<file path="src/rtl/mux4_round_robin_arbiter_pkg.sv">
`default_nettype none
// ============================================================================
// Module   : mux4_round_robin_arbiter_pkg
// Brief    : Shared constants, state encoding and helpers for the 4-way
//            round-robin mux arbiter.
// Revision : 1.0 - initial release
// ============================================================================
package mux4_round_robin_arbiter_pkg;

   localparam int c_num_req = 4;
   localparam int c_sel_w   = 2;
   localparam int c_cnt_w   = 5;

   typedef enum logic [0:0] {
      ST_IDLE    = 1'b0,
      ST_GRANTED = 1'b1
   } arb_state_e;

   function automatic logic [c_num_req-1:0] onehot(input logic [c_sel_w-1:0] idx);
      onehot      = '0;
      onehot[idx] = 1'b1;
   endfunction

endpackage
`default_nettype wire

</file>
<file path="src/rtl/mux4_round_robin_arbiter_rr_priority_picker.sv">
`default_nettype none
// ============================================================================
// Module   : rr_priority_picker
// Brief    : Combinational round-robin search: first eligible requester
//            starting at pointer and wrapping 3 -> 0.
// Revision : 1.0 - initial release
// ============================================================================
module rr_priority_picker
   import mux4_round_robin_arbiter_pkg::*;
(
   input  logic [c_num_req-1:0] requests,
   input  logic [c_sel_w-1:0]   pointer,
   input  logic [c_num_req-1:0] exclude,
   output logic                 found,
   output logic [c_sel_w-1:0]   index
);

   logic [c_num_req-1:0] w_eligible;
   logic [c_sel_w-1:0]   w_idx;

   assign w_eligible = requests & ~exclude;

   // Walk from the farthest offset back to the pointer so the nearest hit wins.
   always_comb begin
      found = 1'b0;
      index = pointer;
      w_idx = pointer;
      for (int k = c_num_req - 1; k >= 0; k--) begin
         w_idx = pointer + c_sel_w'(k);
         if (w_eligible[w_idx]) begin
            found = 1'b1;
            index = w_idx;
         end
      end
   end

endmodule
`default_nettype wire

</file>
<file path="src/rtl/mux4_round_robin_arbiter.sv">
`default_nettype none
// ============================================================================
// Module   : mux4_round_robin_arbiter
// Brief    : Round-robin owner of the shared 4-input result mux; registered
//            one-hot grants and mux select. Define MUX4_ARB_HOLD_LIMIT_EN to
//            enable forced rotation after HOLD_LIMIT owner cycles.
// Revision : 1.0 - initial release
// ============================================================================
module mux4_round_robin_arbiter
   import mux4_round_robin_arbiter_pkg::*;
#(
   parameter int HOLD_LIMIT = 8
)(
   input  logic                 clk,
   input  logic                 reset,
   input  logic [c_num_req-1:0] requests,
   output logic [c_num_req-1:0] grants,
   output logic [c_sel_w-1:0]   addresses,
   output logic                 busValid,
   output logic                 grantChanged
);

   arb_state_e           r_state,         w_state_nxt;
   logic [c_sel_w-1:0]   r_owner,         w_owner_nxt;
   logic [c_sel_w-1:0]   r_pointer,       w_pointer_nxt;
   logic [c_num_req-1:0] r_grants,        w_grants_nxt;
   logic [c_sel_w-1:0]   r_addresses,     w_addresses_nxt;
   logic                 r_bus_valid,     w_bus_valid_nxt;
   logic                 r_grant_changed, w_grant_changed_nxt;

   logic [c_sel_w-1:0]   w_pick_ptr;
   logic [c_num_req-1:0] w_pick_excl;
   logic                 w_found;
   logic [c_sel_w-1:0]   w_pick_idx;
   logic                 w_force;
   logic                 w_hold_clr;

   // While granted, search from owner+1 excluding the owner: this serves both
   // the release pick (owner not requesting) and the forced-rotation pick.
   always_comb begin
      if (r_state == ST_IDLE) begin
         w_pick_ptr  = r_pointer;
         w_pick_excl = '0;
      end else begin
         w_pick_ptr  = r_owner + 2'd1;
         w_pick_excl = onehot(r_owner);
      end
   end

   rr_priority_picker u_picker (
      .requests (requests),
      .pointer  (w_pick_ptr),
      .exclude  (w_pick_excl),
      .found    (w_found),
      .index    (w_pick_idx)
   );

`ifdef MUX4_ARB_HOLD_LIMIT_EN
   localparam logic [c_cnt_w-1:0] c_hold_last = c_cnt_w'(HOLD_LIMIT - 1);
   localparam logic [c_cnt_w-1:0] c_hold_max  = '1;

   logic [c_cnt_w-1:0] r_hold_count;

   assign w_force = (r_hold_count == c_hold_last) && w_found;

   always_ff @(posedge clk or posedge reset) begin
      if (reset) begin
         r_hold_count <= '0;
      end else if (w_hold_clr) begin
         r_hold_count <= '0;
      end else if (r_hold_count != c_hold_max) begin
         r_hold_count <= r_hold_count + 1'b1;
      end
   end
`else
   logic w_unused_hold;

   assign w_force       = 1'b0;
   assign w_unused_hold = (HOLD_LIMIT != 0) ^ w_hold_clr;
`endif

   always_comb begin
      w_state_nxt         = r_state;
      w_owner_nxt         = r_owner;
      w_pointer_nxt       = r_pointer;
      w_grants_nxt        = r_grants;
      w_addresses_nxt     = r_addresses;
      w_bus_valid_nxt     = r_bus_valid;
      w_grant_changed_nxt = 1'b0;
      w_hold_clr          = 1'b1;
      case (r_state)
         ST_IDLE: begin
            if (w_found) begin
               w_state_nxt         = ST_GRANTED;
               w_owner_nxt         = w_pick_idx;
               w_grants_nxt        = onehot(w_pick_idx);
               w_addresses_nxt     = w_pick_idx;
               w_bus_valid_nxt     = 1'b1;
               w_grant_changed_nxt = 1'b1;
            end
         end
         ST_GRANTED: begin
            if (requests[r_owner] && !w_force) begin
               w_hold_clr = 1'b0;
            end else begin
               w_pointer_nxt = r_owner + 2'd1;
               if (w_found) begin
                  w_owner_nxt         = w_pick_idx;
                  w_grants_nxt        = onehot(w_pick_idx);
                  w_addresses_nxt     = w_pick_idx;
                  w_grant_changed_nxt = 1'b1;
               end else begin
                  // Select is left alone so the mux input stays stable while idle.
                  w_state_nxt     = ST_IDLE;
                  w_grants_nxt    = '0;
                  w_bus_valid_nxt = 1'b0;
               end
            end
         end
      endcase
   end

   always_ff @(posedge clk or posedge reset) begin
      if (reset) begin
         r_state         <= ST_IDLE;
         r_owner         <= '0;
         r_pointer       <= '0;
         r_grants        <= '0;
         r_addresses     <= '0;
         r_bus_valid     <= 1'b0;
         r_grant_changed <= 1'b0;
      end else begin
         r_state         <= w_state_nxt;
         r_owner         <= w_owner_nxt;
         r_pointer       <= w_pointer_nxt;
         r_grants        <= w_grants_nxt;
         r_addresses     <= w_addresses_nxt;
         r_bus_valid     <= w_bus_valid_nxt;
         r_grant_changed <= w_grant_changed_nxt;
      end
   end

   assign grants       = r_grants;
   assign addresses    = r_addresses;
   assign busValid     = r_bus_valid;
   assign grantChanged = r_grant_changed;

endmodule
`default_nettype wire

</file>
<file path="config.mk">
export PLATFORM = sky130hd
export DESIGN_NAME = mux4_round_robin_arbiter
export DESIGN_NICKNAME = d
export VERILOG_FILES = /design/src/rtl/mux4_round_robin_arbiter_pkg.sv /design/src/rtl/mux4_round_robin_arbiter_rr_priority_picker.sv /design/src/rtl/mux4_round_robin_arbiter.sv
export SDC_FILE = /design/constraint.sdc
export NUM_CORES = 1
export LEC_CHECK = 0
export BUFFER_PORTS_ARGS = -buffer_cell sky130_fd_sc_hd__buf_2
export CAP_MARGIN = 30
export CORE_MARGIN = 4
export CORE_UTILIZATION = 57
export CTS_BUF_LIST = sky130_fd_sc_hd__clkbuf_4
export CTS_CLUSTER_SIZE = 14
export DETAILED_ROUTE_END_ITERATION = 6
export GPL_TIMING_DRIVEN = 0
export PLACE_DENSITY = 0.91
export RECOVER_POWER = 25
export SLEW_MARGIN = 20
export SYNTH_ARGS = -nofsm -noshare
export SYNTH_HDL_FRONTEND = slang
export SYNTH_SLANG_ARGS = --single-unit
</file>
<file path="constraint.sdc">
create_clock -name clk -period 4.1 [get_ports clk]
set_input_delay 0.82 -clock clk [delete_from_list [all_inputs] [get_ports clk]]
set_output_delay 0.82 -clock clk [all_outputs]
set_load 0.005 [all_outputs]
</file>
# Yosys cells after proc, flatten, opt, wreduce, memory -nomap -nowiden

Index checks and enable logic that the tools add are counted.

Register bits after elaboration: 13
Logic and storage cells: 74

Add/sub/neg operators: 4
Magnitude comparators: 8
Equal/unequal tests: 3
Mux-type cells: 43
Bitwise gates (word level): 4
Reduce and logical (&&, ||, !) cells: 5

Operators with widths:

| kind                                                | count |
|---|---|
| < comparator 2 x 3 -> 1 bit, second input constant  | 6 |
| 2-to-1 mux 2 bit                                    | 9 |
| 2-to-1 mux 1 bit                                    | 17 |
| 2-to-1 mux 4 bit                                    | 4 |
| binary-select mux 1 bit (select 2 bit)              | 5 |
| case mux 2 bit (2 select lines)                     | 2 |
| case mux 4 bit (2 select lines)                     | 1 |
| case mux 1 bit (2 select lines)                     | 3 |
| adder 2 x 1 -> 2 bit, second input constant         | 2 |
| adder 2 bit, second input constant                  | 2 |
| bitwise AND 4 bit                                   | 1 |
| demux 1 bit (select 2 bit)                          | 2 |
| >= comparator 2 x 1 -> 1 bit, second input constant | 2 |
| != test 2 bit, second input constant                | 2 |
| inverter 4 bit                                      | 1 |
| AND reduction 2 bit                                 | 2 |
| AND reduction 3 bit                                 | 1 |
| logical AND 1 bit                                   | 2 |
| != test 2 x 1 -> 1 bit, second input constant       | 1 |
| inverter 1 bit                                      | 2 |

# Longest topological paths before layout

Depth after elaboration: 20
Mapped depth: 7
Depth with buffers taken out: 7

# Cells and area by module

From an unflattened synthesis, not the netlist that was laid out.

Cell total of the unflattened synthesis: 91
Area total of the unflattened synthesis: 862.1 µm²

By module, submodules not included:

| module                   | instances | cells an instance | area an instance (µm²) | sequential area each (µm²) |
|---|---|---|---|---|
| mux4_round_robin_arbiter | 1         | 70                | 725.7                  | 275.3 |
| rr_priority_picker       | 1         | 21                | 136.4                  | 0.0 |

# Worst setup path before layout

OpenSTA, ideal clock, no wires.

Path type: in2reg
From: input port requests[3]
To: register r_grants[3], in the netlist grants[3]
Arrival time: 1870 ps
Path slack: 2106 ps
Stages on the path: 5
Path buffers: 0
Cell sequence: mux4_2 and2_4 nand2_1 o21ai_0 a211o_1

Longest elaborated chain between the ends: 14
Elaborated cells on any way between the ends: 31
Classes of those cells: order compare: 2; eq/ne: 2; mux: 24; bitwise: 1; reduce/logical: 2

Ends and longest elaborated chain:

| item                                                                                                     | line                                              | source |
|---|---|---|
| start, declared                                                                                          | mux4_round_robin_arbiter.sv:16                    | `input logic [c_num_req-1:0] requests,` |
| bitwise AND 4 bit                                                                                        | mux4_round_robin_arbiter_rr_priority_picker.sv:21 | `assign w_eligible = requests & ~exclude;` |
| binary-select mux 1 bit (select 2 bit)                                                                   | mux4_round_robin_arbiter_rr_priority_picker.sv:30 | `if (w_eligible[w_idx]) begin` |
| 2-to-1 mux 1 bit (implied by the code)                                                                   | mux4_round_robin_arbiter_rr_priority_picker.sv:30 |  |
| 2-to-1 mux 2 bit (4 in a row)                                                                            | mux4_round_robin_arbiter_rr_priority_picker.sv:30 |  |
| < comparator 2 x 3 -> 1 bit (implied by the code) / >= comparator 2 x 1 -> 1 bit (equally long branches) | mux4_round_robin_arbiter_pkg.sv:21                | `onehot[idx] = 1'b1;` |
| logical AND 1 bit (implied by the code)                                                                  | mux4_round_robin_arbiter_pkg.sv:21                |  |
| 2-to-1 mux 1 bit (implied by the code)                                                                   | mux4_round_robin_arbiter_pkg.sv:21                |  |
| demux 1 bit (select 2 bit)                                                                               | mux4_round_robin_arbiter_pkg.sv:21                |  |
| 2-to-1 mux 4 bit                                                                                         | mux4_round_robin_arbiter.sv:107                   | `if (w_found) begin` |
| 2-to-1 mux 4 bit                                                                                         | mux4_round_robin_arbiter.sv:103                   | `if (requests[r_owner] && !w_force) begin` |
| case mux 4 bit (2 select lines)                                                                          | mux4_round_robin_arbiter.sv:91                    | `case (r_state)` |
| end signal, assigned                                                                                     | mux4_round_robin_arbiter.sv:136                   | `r_grants <= w_grants_nxt;` |
| end, declared                                                                                            | mux4_round_robin_arbiter.sv:26                    | `logic [c_num_req-1:0] r_grants, w_grants_nxt;` |

Parallel ways exist; a longest one is shown, timed or not. The select of a mux whose other input is x is not followed.
A chain may end at the register's enable or synchronous reset.

# Final worst setup path

From: register r_owner[0]
To: register r_grants[3], in the netlist grants[3]

Longest elaborated chain between the ends: 20
Elaborated cells on any way between the ends: 43
Classes of those cells: add/sub: 4; order compare: 4; eq/ne: 2; mux: 28; bitwise: 2; reduce/logical: 3

Ends and longest elaborated chain:

| item                                                                                                     | line                                              | source |
|---|---|---|
| start, declared                                                                                          | mux4_round_robin_arbiter.sv:24                    | `logic [c_sel_w-1:0] r_owner, w_owner_nxt;` |
| start signal, assigned                                                                                   | mux4_round_robin_arbiter.sv:134                   | `r_owner <= w_owner_nxt;` |
| < comparator 2 x 3 -> 1 bit (implied by the code) / >= comparator 2 x 1 -> 1 bit (equally long branches) | mux4_round_robin_arbiter_pkg.sv:21                |  |
| logical AND 1 bit (implied by the code)                                                                  | mux4_round_robin_arbiter_pkg.sv:21                |  |
| 2-to-1 mux 1 bit (implied by the code)                                                                   | mux4_round_robin_arbiter_pkg.sv:21                |  |
| demux 1 bit (select 2 bit)                                                                               | mux4_round_robin_arbiter_pkg.sv:21                |  |
| 2-to-1 mux 4 bit                                                                                         | mux4_round_robin_arbiter.sv:41                    | `if (r_state == ST_IDLE) begin` |
| inverter 4 bit                                                                                           | mux4_round_robin_arbiter_rr_priority_picker.sv:21 |  |
| bitwise AND 4 bit                                                                                        | mux4_round_robin_arbiter_rr_priority_picker.sv:21 |  |
| binary-select mux 1 bit (select 2 bit)                                                                   | mux4_round_robin_arbiter_rr_priority_picker.sv:30 |  |
| 2-to-1 mux 1 bit (implied by the code)                                                                   | mux4_round_robin_arbiter_rr_priority_picker.sv:30 |  |
| 2-to-1 mux 2 bit (4 in a row)                                                                            | mux4_round_robin_arbiter_rr_priority_picker.sv:30 |  |
| < comparator 2 x 3 -> 1 bit (implied by the code) / >= comparator 2 x 1 -> 1 bit (equally long branches) | mux4_round_robin_arbiter_pkg.sv:21                |  |
| logical AND 1 bit (implied by the code)                                                                  | mux4_round_robin_arbiter_pkg.sv:21                |  |
| 2-to-1 mux 1 bit (implied by the code)                                                                   | mux4_round_robin_arbiter_pkg.sv:21                |  |
| demux 1 bit (select 2 bit)                                                                               | mux4_round_robin_arbiter_pkg.sv:21                |  |
| 2-to-1 mux 4 bit                                                                                         | mux4_round_robin_arbiter.sv:107                   |  |
| 2-to-1 mux 4 bit                                                                                         | mux4_round_robin_arbiter.sv:103                   |  |
| case mux 4 bit (2 select lines)                                                                          | mux4_round_robin_arbiter.sv:91                    |  |

Parallel ways exist; a longest one is shown, timed or not. The select of a mux whose other input is x is not followed.

==> metrics <==
status completed; RR Endpoint grants[3]; EDFF count, synth 0; post-CTS repair timing setup buffer count 0; # DRC 0; antenna viol nets, final 0; total global routing overflow 0; Leak 0.438 nW; Critical R2R Launch r_owner[0]; Final Net Count between 100 and 150; Avg Cell Area, Syn between 10 and 15 um^2; H-tree depth 1; antenna violations before repair 0; vias per inst 6.33; largest cells by area after synthesis dfrtp_1 34%, ha_1 6.2%, nand2_1 4.2%; post-synth top area share 0.341; P_sw 0.000353 W; GRT Overall Usage 0.203; unique cell type count in the Yosys netlist 37; Die W ~46 um; Setup crit end grants[3]; Die ar. between 2000 and 2500 um^2; Cell Pwr Density ~860 nW/um^2; # diodes 0; Max Clock Skew 4.33 ps; final core occ 0.700; detailed-router iteration count before antenna repair 4; synth cell count leaders 11 x dfrtp_1, 9 x nand2_1, 4 x ha_1, 4 x nor2_1; Max Slew Vio Count 0; Async SR Flop Fraction 1.00; part of the power in registers 0.257; Netlist Area Pre-Place ~800 um^2; Vias between 600 and 700; starting DRC count in detailed routing 18; CTS Buf Count 3; most frequent cell after synthesis dfrtp_1; Yosys warning count 0; Sw Share 0.443; Mapped Cells just under 80; Comb power frac 0.648; vias in the first global route 721; Resize count post-CTS 0; register area share after synthesis 0.341; IO buf count 13; total routed wirelength between 1500 and 2000 um; clock-pin slew on the worst setup and hold paths around 60 ps; crit path max fanout 8; Syn-to-layout area delta 14.1%; P_int between 0.0004 and 0.0005 W; share of cells above drive strength 1 0.368; final setup violation count 0; IR drop worst, VDD around 540 uV; time the worst path needs with I/O delays and setup 2260 ps; Yosys top cell by area dfrtp_1; Detailed Place HPWL 1430 um; Site Rows 13; pin count of the biggest net entering global routing 12; Worst-Margin Slew 546 ps; ys flop type dfrtp_1; chip height between 40 and 50 um; Starting Density 0.613; I/O Pins 14; clock power share 0.094; Placer Congestion 0.750; Critical Path AT 2450 ps; clk_lat worst skew 250 ps; crit start category flip-flop; CTS Buffer Depth 2; relative slew slack 0.633; post-synth net total 88; global-route wire length before repair a little over 3000 um; Hold Path Class flip-flop to flip-flop; CP endpoint kind flip-flop; Core Area about 1300 um^2; CP startpoint r_owner[0]; CTS Sinks 11; WL/cell ~16 um; Crit path required time about 4300 ps; FF+latch count, synth 11; setup slack, reg-to-reg roughly 1800 ps; Fin Setup TNS 0 ps; RSZ-0062 raised after global routing false; Hold-fix buffers, CTS 0; critical path class flip-flop to flip-flop; period utilization 0.551; CTS tree yes; Final Hold Fails 0; R2R cell count 7; Max Fclk around 440 MHz; Max Cap Viol 0; CTS Root Cell clkbuf_4
==> worst max-delay path, stage by stage (launching register included) <==
cell and delay, ps:
dfrtp_1 490, inv_1 130, ha_1 350, mux2_2 320
o31ai_1 330, a22oi_2 120, nor4bb_1 320, a211o_1 150
==> worst min-delay path by stage <==
stage	startpoint	endpoint	slack (ps)	cells past startpoint
final	grants[0]	grants[0]	500	1
after global placement	grants[0]	grants[0]	470	1
after global routing	grants[1]	grants[1]	520	1
after CTS	grants[0]	grants[0]	490	1
after floorplan	r_pointer[0]	r_pointer[0]	470	2
after detailed placement	grants[0]	grants[0]	470	1
==> through the flow <==
stage,worst slack [ps],hold slack (ps),instances,power (W),cell area [um^2]
after floorplan,2110,472,78,0.000586,808
after global placement,1910,469,106,0.000683,892
after detailed placement,1890,473,106,0.000716,892
after CTS,1880,492,110,0.000797,922
after global routing,1740,523,110,0.000861,922
final,1840,496,110,0.000797,922
==> final cells by class <==
class,count,area [um^2]
flip-flops and latches,11,275
fillers,97,395
multi-input cells,62,499
inverters,3,11.3
well taps,15,18.8
repair buffers,13,65.1
plain buffers,2,22.5
clock buffers,4,30.0
==> routing by layer <==
layer / vias up / part of all wire / GRT usage
met5: - / 0 / 0
met4: 0 / 0.019 / 0.0877
met1: 338 / 0.43 / 0.251
met2: 23 / 0.51 / 0.343
li1: 329 / - / -
met3: 6 / 0.049 / 0.0356
==> power by group through the flow <==
| stage | logic (W) | registers [W] | clock network, W |
|---|---|---|---|
| floorplan | 0.000387 | 0.000198 | 0 |
| global placement | 0.000485 | 0.000199 | 0 |
| detailed placement | 0.000510 | 0.000205 | 0 |
| CTS | 0.000514 | 0.000204 | 0.0000795 |
| global route | 0.000565 | 0.000212 | 0.0000843 |
| finish | 0.000517 | 0.000205 | 0.0000751 |
==> logic make-up after synthesis <==
logic type      synth area share
simple gates               0.207
compound gates             0.280
flops                      0.341
buf+inv                   0.0418
mux                       0.0681
fa+ha+maj                 0.0619
==> layout by cell type, fill, tap and decap left out, drive strengths merged, types with 3 or more instances in the layout <==
cell | Yosys | final
nor2 | 5 | 5
a21boi | 4 | 4
inv | 3 | 3
nand2b | 3 | 3
dfrtp | 11 | 11
buf | 2 | 15
clkbuf | 0 | 4
o21ai | 5 | 5
nand3 | 3 | 3
ha | 4 | 4
and2 | 3 | 3
nand2 | 9 | 9
==> flip-flops by register name, indices dropped and copies added (netlist names) <==
signal and cells:
busValid 1, grantChanged 1, grants 4, r_owner 2, r_pointer 2, r_state 1
(Power assumes the default switching activity.)
